File: config.mk
export PLATFORM = sky130hd
export DESIGN_NAME = steer_delay_bank
export DESIGN_NICKNAME = d
export VERILOG_FILES = /design/src/rtl/steer_delay_bank.sv
export SDC_FILE = /design/constraint.sdc
export NUM_CORES = 2
export LEC_CHECK = 0
export CAP_MARGIN = 15
export CORE_MARGIN = 10
export CORE_UTILIZATION = 34
export DETAILED_ROUTE_END_ITERATION = 8
export DONT_BUFFER_PORTS = 1
export PLACE_DENSITY_LB_ADDON = 0.3
export SETUP_SLACK_MARGIN = 0.15
export SLEW_MARGIN = 40
export SYNTH_ARGS = -nofsm -noshare
export SYNTH_HDL_FRONTEND = slang
export SYNTH_MEMORY_MAX_BITS = 65536
export SYNTH_SLANG_ARGS = --single-unit
export TNS_END_PERCENT = 100
File: constraint.sdc
create_clock -name clk -period 15.4 [get_ports clk]
set_input_delay 0.77 -clock clk [delete_from_list [all_inputs] [get_ports clk]]
set_output_delay 0.77 -clock clk [all_outputs]
set_load 0.005 [all_outputs]
File: src/rtl/steer_delay_bank.sv
`default_nettype none
// ============================================================================
// Module      : steer_delay_bank
// Description : Per-channel steering delay bank for the mic-array beamformer.
//               Each of NUM_CH PCM streams is delayed by a run-time
//               programmable number of samples (0 .. MAX_DELAY-1). Each
//               channel has its own circular buffer, and all channels share
//               one write pointer. Delays are written into a shadow table
//               and copied to the active table in one cycle on cfg_commit.
//               A steering change therefore never mixes old and new delays
//               within one sample set.
//
//               Optional feature : define DELAY_SUM_EN to add the sum_out
//                                  port. It carries the registered,
//                                  sign-extended delay-and-sum of all
//                                  channels.
//
// Ports       : clk          - system clock
//               rst          - synchronous reset, active low
//               sample_valid - strobe, pcm_in holds a new sample set
//               pcm_in       - packed input, channel c at [c*DATA_W +: DATA_W]
//               cfg_wr       - write shadow delay cfg_delay for channel cfg_ch
//               cfg_ch       - channel index for cfg_wr
//               cfg_delay    - requested delay (clamped to MAX_DELAY-1)
//               cfg_commit   - copy shadow table to active table
//               pcm_out      - packed delayed samples (registered)
//               out_valid    - strobe, pcm_out updated this cycle
//               cfg_err      - pulse, previous cfg_wr was clamped or rejected
//               sum_out      - channel sum (DELAY_SUM_EN only)
//
// Revision    : 1.0 - initial release
// ============================================================================
module steer_delay_bank #(
    parameter int NUM_CH    = 8,
    parameter int DATA_W    = 19,
    parameter int MAX_DELAY = 32,
    parameter int DLY_W     = $clog2(MAX_DELAY)
) (
    input  logic                               clk,
    input  logic                               rst,
    input  logic                               sample_valid,
    input  logic [NUM_CH*DATA_W-1:0]           pcm_in,
    input  logic                               cfg_wr,
    input  logic [$clog2(NUM_CH)-1:0]          cfg_ch,
    input  logic [DLY_W:0]                     cfg_delay,
    input  logic                               cfg_commit,
    output logic [NUM_CH*DATA_W-1:0]           pcm_out,
    output logic                               out_valid,
    output logic                               cfg_err
`ifdef DELAY_SUM_EN
    ,
    output logic [DATA_W+$clog2(NUM_CH)-1:0]   sum_out
`endif
);

    localparam int              CH_W     = $clog2(NUM_CH);
    localparam logic [CH_W:0]   c_num_ch = (CH_W+1)'(NUM_CH);

    logic [DLY_W-1:0]           r_wp;
    logic [DLY_W-1:0]           r_fill;
    logic [DLY_W-1:0]           r_shadow     [NUM_CH];
    logic [DLY_W-1:0]           r_active     [NUM_CH];
    logic [DLY_W-1:0]           w_shadow_nxt [NUM_CH];
    logic [NUM_CH*DATA_W-1:0]   w_out;
    logic [NUM_CH*DATA_W-1:0]   r_pcm_out;
    logic                       r_out_valid;
    logic                       r_cfg_err;
    logic                       w_ch_bad;
    logic                       w_dly_clamp;

    // Shadow table next state. A write in the same cycle as a commit is
    // visible to the commit, so the active table loads from this next state.
    // MAX_DELAY is a power of two, so cfg_delay >= MAX_DELAY is its MSB.
    always_comb begin
        w_ch_bad    = cfg_wr && ({1'b0, cfg_ch} >= c_num_ch);
        w_dly_clamp = cfg_wr && !w_ch_bad && cfg_delay[DLY_W];
        for (int c = 0; c < NUM_CH; c++) begin
            w_shadow_nxt[c] = r_shadow[c];
            if (cfg_wr && !w_ch_bad && (cfg_ch == CH_W'(c))) begin
                w_shadow_nxt[c] = cfg_delay[DLY_W] ? {DLY_W{1'b1}} : cfg_delay[DLY_W-1:0];
            end
        end
    end

    always_ff @(posedge clk) begin
        if (!rst) begin
            r_wp        <= '0;
            r_fill      <= '0;
            r_out_valid <= 1'b0;
            r_cfg_err   <= 1'b0;
            r_pcm_out   <= '0;
            for (int c = 0; c < NUM_CH; c++) begin
                r_shadow[c] <= '0;
                r_active[c] <= '0;
            end
        end else begin
            r_out_valid <= sample_valid;
            r_cfg_err   <= w_ch_bad || w_dly_clamp;
            for (int c = 0; c < NUM_CH; c++) begin
                r_shadow[c] <= w_shadow_nxt[c];
                if (cfg_commit) begin
                    r_active[c] <= w_shadow_nxt[c];
                end
            end
            if (sample_valid) begin
                r_pcm_out <= w_out;
                r_wp      <= r_wp + 1'b1;
                // Fill saturates at MAX_DELAY-1 (all ones).
                if (r_fill != {DLY_W{1'b1}}) begin
                    r_fill <= r_fill + 1'b1;
                end
            end
        end
    end

    genvar gc;
    generate
        for (gc = 0; gc < NUM_CH; gc++) begin : g_ch
            logic [DATA_W-1:0] r_buf [MAX_DELAY];
            logic [DATA_W-1:0] w_in;
            logic [DATA_W-1:0] w_dly;
            logic [DLY_W-1:0]  w_rd_idx;

            assign w_in     = pcm_in[gc*DATA_W +: DATA_W];
            // Modulo MAX_DELAY comes from the natural DLY_W-bit wrap.
            assign w_rd_idx = r_wp - r_active[gc];
            // Entries older than the fill count are stale after reset and
            // read as silence.
            assign w_dly    = (r_active[gc] == '0)    ? w_in :
                              (r_active[gc] > r_fill) ? '0   :
                                                        r_buf[w_rd_idx];
            assign w_out[gc*DATA_W +: DATA_W] = w_dly;

            // The buffer is not reset. The fill count masks its contents.
            always_ff @(posedge clk) begin
                if (rst && sample_valid) begin
                    r_buf[r_wp] <= w_in;
                end
            end
        end
    endgenerate

    assign pcm_out   = r_pcm_out;
    assign out_valid = r_out_valid;
    assign cfg_err   = r_cfg_err;

`ifdef DELAY_SUM_EN
    localparam int SUM_W = DATA_W + CH_W;

    logic [SUM_W-1:0] w_sum;
    logic [SUM_W-1:0] r_sum;

    // The CH_W guard bits make overflow impossible.
    always_comb begin
        w_sum = '0;
        for (int c = 0; c < NUM_CH; c++) begin
            w_sum = w_sum + {{CH_W{w_out[c*DATA_W+DATA_W-1]}}, w_out[c*DATA_W +: DATA_W]};
        end
    end

    always_ff @(posedge clk) begin
        if (!rst) begin
            r_sum <= '0;
        end else if (sample_valid) begin
            r_sum <= w_sum;
        end
    end

    assign sum_out = r_sum;
`endif

endmodule
`default_nettype wire

### Yosys cells after proc, flatten, opt, wreduce, memory -nomap -nowiden

Memories as Yosys holds them, arrays and structs flattened.
Index checks and enable logic that the tools add are counted.

| storage, ports and cells | value |
|---|---|
| output and inout bits | 154 |
| register bits after elaboration | 164 |
| memories | 10 |
| logic and storage cells | 125 |
| RAM bits | 4944 |
| input bits | 166 |

| cells by class | value |
|---|---|
| bitwise gates (word level) | 16 |
| equal/unequal tests | 8 |
| reduce and logical (&&, ||, !) cells | 20 |
| add/sub/neg operators | 10 |
| mux-type cells | 48 |
| order comparisons | 8 |

Memory list:

| memory | words | width | rd ports | clocked after Yosys merged registers in | write ports | RTL line | source |
|---|---|---|---|---|---|---|---|
| g_ch[0].r_buf | 32 | 19 | 1 | 0 | 1 | 119 | `logic [DATA_W-1:0] r_buf [MAX_DELAY];` |
| g_ch[1].r_buf | 32 | 19 | 1 | 0 | 1 | 119 |  |
| g_ch[2].r_buf | 32 | 19 | 1 | 0 | 1 | 119 |  |
| g_ch[3].r_buf | 32 | 19 | 1 | 0 | 1 | 119 |  |
| g_ch[4].r_buf | 32 | 19 | 1 | 0 | 1 | 119 |  |
| g_ch[5].r_buf | 32 | 19 | 1 | 0 | 1 | 119 |  |
| +4 memories | -- | -- | -- | -- | -- | -- |  |

Operator list:

| cell | number |
|---|---|
| $mux 19 | 16 |
| $mux 5 | 25 |
| $gt 5x5->1 | 8 |
| $logic_not 5->1 | 8 |
| $sub 5x5->5 | 8 |
| $or 1x1->1 | 16 |
| $eq 3x3->1 const B | 4 |
| $add 5x1->5 const B | 2 |
| $logic_and 1x1->1 | 10 |
| $mux 1 | 7 |
| $eq 3x2->1 const B | 2 |
| $ne 5x5->1 const B | 1 |
| $eq 3x1->1 const B | 1 |
| $logic_not 3->1 | 1 |
| $reduce_and 2->1 | 1 |

### Depth between registers and ports, before layout

An unclocked memory read counts as a cell.

| depth | value |
|---|---|
| depth after elaboration | 5 |
| depth in mapped cells | 13 |
| depth with buffers taken out | 9 |

### Worst setup path after synthesis

OpenSTA, ideal clock, no wires.

| timing path | value |
|---|---|
| path kind | input to register |
| start point | input sample_valid |
| end point | memory g_ch[0].r_buf[31][0] (enable) |
| stages on the path | 5 |
| path buffers | 3 |
| setup time | 666 ps |
| data arrival time | 8185 ps |
| path slack | 6548 ps |
| data required time | 14734 ps |
| cell sequence | clkbuf_1 > clkbuf_1 > buf_1 > nand3_1 > nor2_1 |

| between the ends | value |
|---|---|
| longest elaborated chain between the ends | 3 |

RTL lines:

| item | RTL line | source |
|---|---|---|
| from (decl) | 41 | `input logic sample_valid,` |
| $logic_and 1x1->1 | 136 | `if (rst && sample_valid) begin` |
| $mux 1 | 136 |  |
| $mux 1 (implied by the code) | 137 | `r_buf[r_wp] <= w_in;` |
| to (decl) | 119 |  |

No other way between the ends.

### Final worst setup path

| timing path | value |
|---|---|
| start point | register r_wp[0] |
| end point | register r_pcm_out[0], in the netlist pcm_out[0] |

| between the ends | value |
|---|---|
| longest elaborated chain between the ends | 4 |

RTL lines:

| item | RTL line | source |
|---|---|---|
| from (decl) | 59 | `logic [DLY_W-1:0] r_wp;` |
| from (signal assigned) | 107 | `r_wp <= r_wp + 1'b1;` |
| $sub 5x5->5 | 126 | `assign w_rd_idx = r_wp - r_active[gc];` |
| $mem_v2 32x19 | -- |  |
| $mux 19 | 130 | `(r_active[gc] > r_fill) ? '0 :` |
| $mux 19 | 129 | `assign w_dly = (r_active[gc] == '0) ? w_in :` |
| to (signal assigned) | 106 | `r_pcm_out <= w_out;` |
| to (decl) | 65 | `logic [NUM_CH*DATA_W-1:0] r_pcm_out;` |

No other way between the ends.
A chain may end at the register's enable or synchronous reset.

==> run_results.csv <==
group,metric,value,unit
floorplan,die_x,782,um
critical_path,crit_slowest_cell,"ha_4",
timing,tightest_slew,0.915,ns
synth,seq_area_frac_synth,0.768,
detailed_routing,ant_nets,0,
place,io_buffers,0,
timing,setup_viol,0,
critical_path,critPathMaxStageDelay,0.72,ns
synth,synth_edf_count,4904,
detailed_routing,wl,558,mm
global_route,grt_max_degree,114,
clock_network,cts_buffer_depth,4,
finish,syn_to_final_growth,16.0,%
synth,ys_ff_latch,5108,
power_and_ir_drop,power.density,139,mW/mm2
timing,finClkSkew,0.0347,ns
clock_network,path_clk_slew,0.06,ns
detailed_routing,wl_per_cell,30.8,um
clock_network,cts_tree,"built",
synth,synth.net_count,9606,
global_route,grt_pass1_wl,784,mm
detailed_routing,viasPerCell,5.43,
detailed_routing,firstDrtPassIters,5,
job,cap_violations,0,
clock_network,cts.sinks,5108,
synth,synth_top_cell_area_share,0.747,
power_and_ir_drop,power_leakage,73.5,nW
finish,nets,10164,
synth,synthCells,9354,
synth,synth_top_area_cell,"edfxtp_1",
clock_network,holdBufCountCts,228,
timing,slew_violations,0,
global_route,grt_use_total,0.177,
critical_path,startpoint_type,"flip-flop",
timing,fmax,197,MHz
synth,synth_warnings,0,
clock_network,cts_resized,0,
floorplan,num_rows,279,
global_route,antenna_found_initial,71,
clock_network,htreeDepth,6,
clock_network,cts_root_buf,"clkbuf_16",
synth,ys_types,66,
critical_path,critPathMaxFanout,51,
timing,timing.final.ws_setup,10.33,ns
synth,synth_commonest_cells,"edfxtp_1 (4904), mux4_2 (1219), nand2_1 (651)",
synth,yosys-top-cells-area,"edfxtp_1 (75%), mux4_2 (14%), dfxtp_1 (2.1%), mux2i_1 (1.4%), nand2_1 (1.2%)",
timing,rsz0062_at_grt,"false",
timing,hold_viol_final,0,
global_route,grt_pass1_vias,100770,
floorplan,start_util,0.341,
timing,setup_tns,0,ns
synth,synth.most_common_cell,"edfxtp_1",
clock_network,cts_made_buffers,543,
detailed_routing,vias,98228,
status,status,"completed",
timing,period_needed,5.07,ns
critical_path,worst-path-buf-inv,4,
clock_network,cts_setup_buffers,0,
finish,drive_gt1_frac,0.243,
critical_path,critPathArrivalTime,6.01,ns
clock_network,clock_latency,1.07,ns
detailed_routing,drc,0,
detailed_routing,first_iter_violations,10993,
place,hpwl,293,mm
worst_hold_path,hold_class,"primary input to flip-flop",
synth,synthArstFlopShare,0,
place,gp_congestion,0.731,
power_and_ir_drop,vdd_ir_drop_max,130,uV
critical_path,path_cells,"inv_1, ha_4, buf_4, buf_4, buf_6, mux4_2, nor2b_1, a211oi_1, a211oi_1, or3_1",
floorplan,core,0.578,mm2
critical_path,worstSetupPathType,"flip-flop to flip-flop",
floorplan,die_height,782,um
timing,slew_headroom,0.390,
critical_path,end_kind,"flip-flop",
place,post-place-ws,10.17,ns
synth,syn_area,0.197,mm2
critical_path,cp_top_family,"buffers and inverters",
synth,synth_flop_cell,"edfxtp_1",
floorplan,ios,320,
floorplan,dieArea,0.611,mm2
critical_path,cp.required,16.34,ns
timing,fin_crit_sh,0.329,
global_route,grt-ovfl-total,0,
synth,syn_area_per_cell,21.1,um2
-- routing by layer --
| metal | up-vias | track usage | routed length [um] |
|---|---|---|---|
| li1 | 39984 | - | - |
| met5 | - | 0 | 245 |
| met2 | 3733 | 0.296 | 273000 |
| met3 | 816 | 0.0365 | 42800 |
| met1 | 53657 | 0.239 | 229000 |
| met4 | 38 | 0.0403 | 12900 |
-- flip-flops by register name (all words and copies together), names as in the netlist --
name / flops
cfg_err: 1
r_wp: 5
pcm_out: 152
r_active: 40
r_fill: 5
out_valid: 1
g_ch.r_buf: 4864
r_shadow: 40
-- kinds of logic (layout without fill, tap and decap cells) --
group / count (synthesis) / in the layout / share of synthesized area
adder cells (fa/ha/maj): 86 / 86 / 0.00576
AND/OR/NAND/NOR: 1507 / 1507 / 0.0364
multiplexers: 1507 / 1507 / 0.154
flip-flops: 5108 / 5108 / 0.768
XOR/XNOR: 47 / 47 / 0.00232
AO/OA/AOI/OAI: 514 / 514 / 0.0194
other: 0 / 25 / 0
buffers and inverters: 585 / 1583 / 0.0140
-- where the power goes --
part / leakage (nW) / internal, mW / switching, mW / total [mW]
sequential: 45.9 / 15.3 / 0.180 / 15.5
clock: 8.40 / 7.25 / 5.45 / 12.7
combinational: 19.3 / 1.53 / 2.01 / 3.54
total: 73.5 / 24.1 / 7.64 / 31.8
-- final timing paths --
kind                                                  from                         end  slack, ns  cells after the start
worst max-delay path                  r_wp[0]$_SDFFE_PN0P_     pcm_out[0]$_SDFFE_PN0P_      10.33                     10
worst min register to register  r_shadow[0][10]$_SDFF_PN0_  r_shadow[0][10]$_SDFF_PN0_       0.49                      1
worst min-delay path                            pcm_in[72]    pcm_out[72]$_SDFFE_PN0P_       0.09                      4
worst max register to register        r_wp[0]$_SDFFE_PN0P_     pcm_out[0]$_SDFFE_PN0P_      10.33                     10
-- worst min-delay path, cell delays in order --
cell,delay [ns]
nand3_1,0.05
o21ai_0,0.08
o2bb2ai_1,0.12
a211o_1,0.09
-- area by class of cell --
class / count / area, um2
fill: 50843 / 349000
sequential: 5108 / 151000
clock inverter: 242 / 2360
tap: 7727 / 9670
timing repair buffer: 513 / 6120
multi-input combinational: 3661 / 43900
inverter: 85 / 319
antenna: 25 / 62.6
clock buffer: 743 / 14900
-- layout by cell type (no fill, tap or decap), types with 56 or more instances in the layout --
master	n
clkbuf_16	556
o21ai_0	81
buf_12	104
buf_6	60
clkinv_2	70
ha_1	70
mux4_2	1219
clkinv_1	83
edfxtp_1	4904
nand4_1	98
nand2_1	650
buf_4	135
nor2_1	80
a22oi_1	72
dfxtp_1	204
buf_2	94
inv_1	84
dlygate4sd3_1	74
mux2i_1	277
clkbuf_1	158
nor2b_1	56
a211oi_1	148
nand3_1	397
-- per-stage QoR --
step	total power [mW]	cell area (um2)	util	std cells	hold slack, ns
after CTS	32.1	229000	0.396	18070	0.000438
after floorplan	18.2	197000	-	9354	0.465
after global placement	19.1	207000	0.359	16801	0.475
after global routing	32.8	229000	0.396	18085	0.0366
after detailed placement	19.1	209000	0.361	16857	0.480
final	31.8	229000	0.396	18104	0.0883
Power figures use the tool's default switching activity.
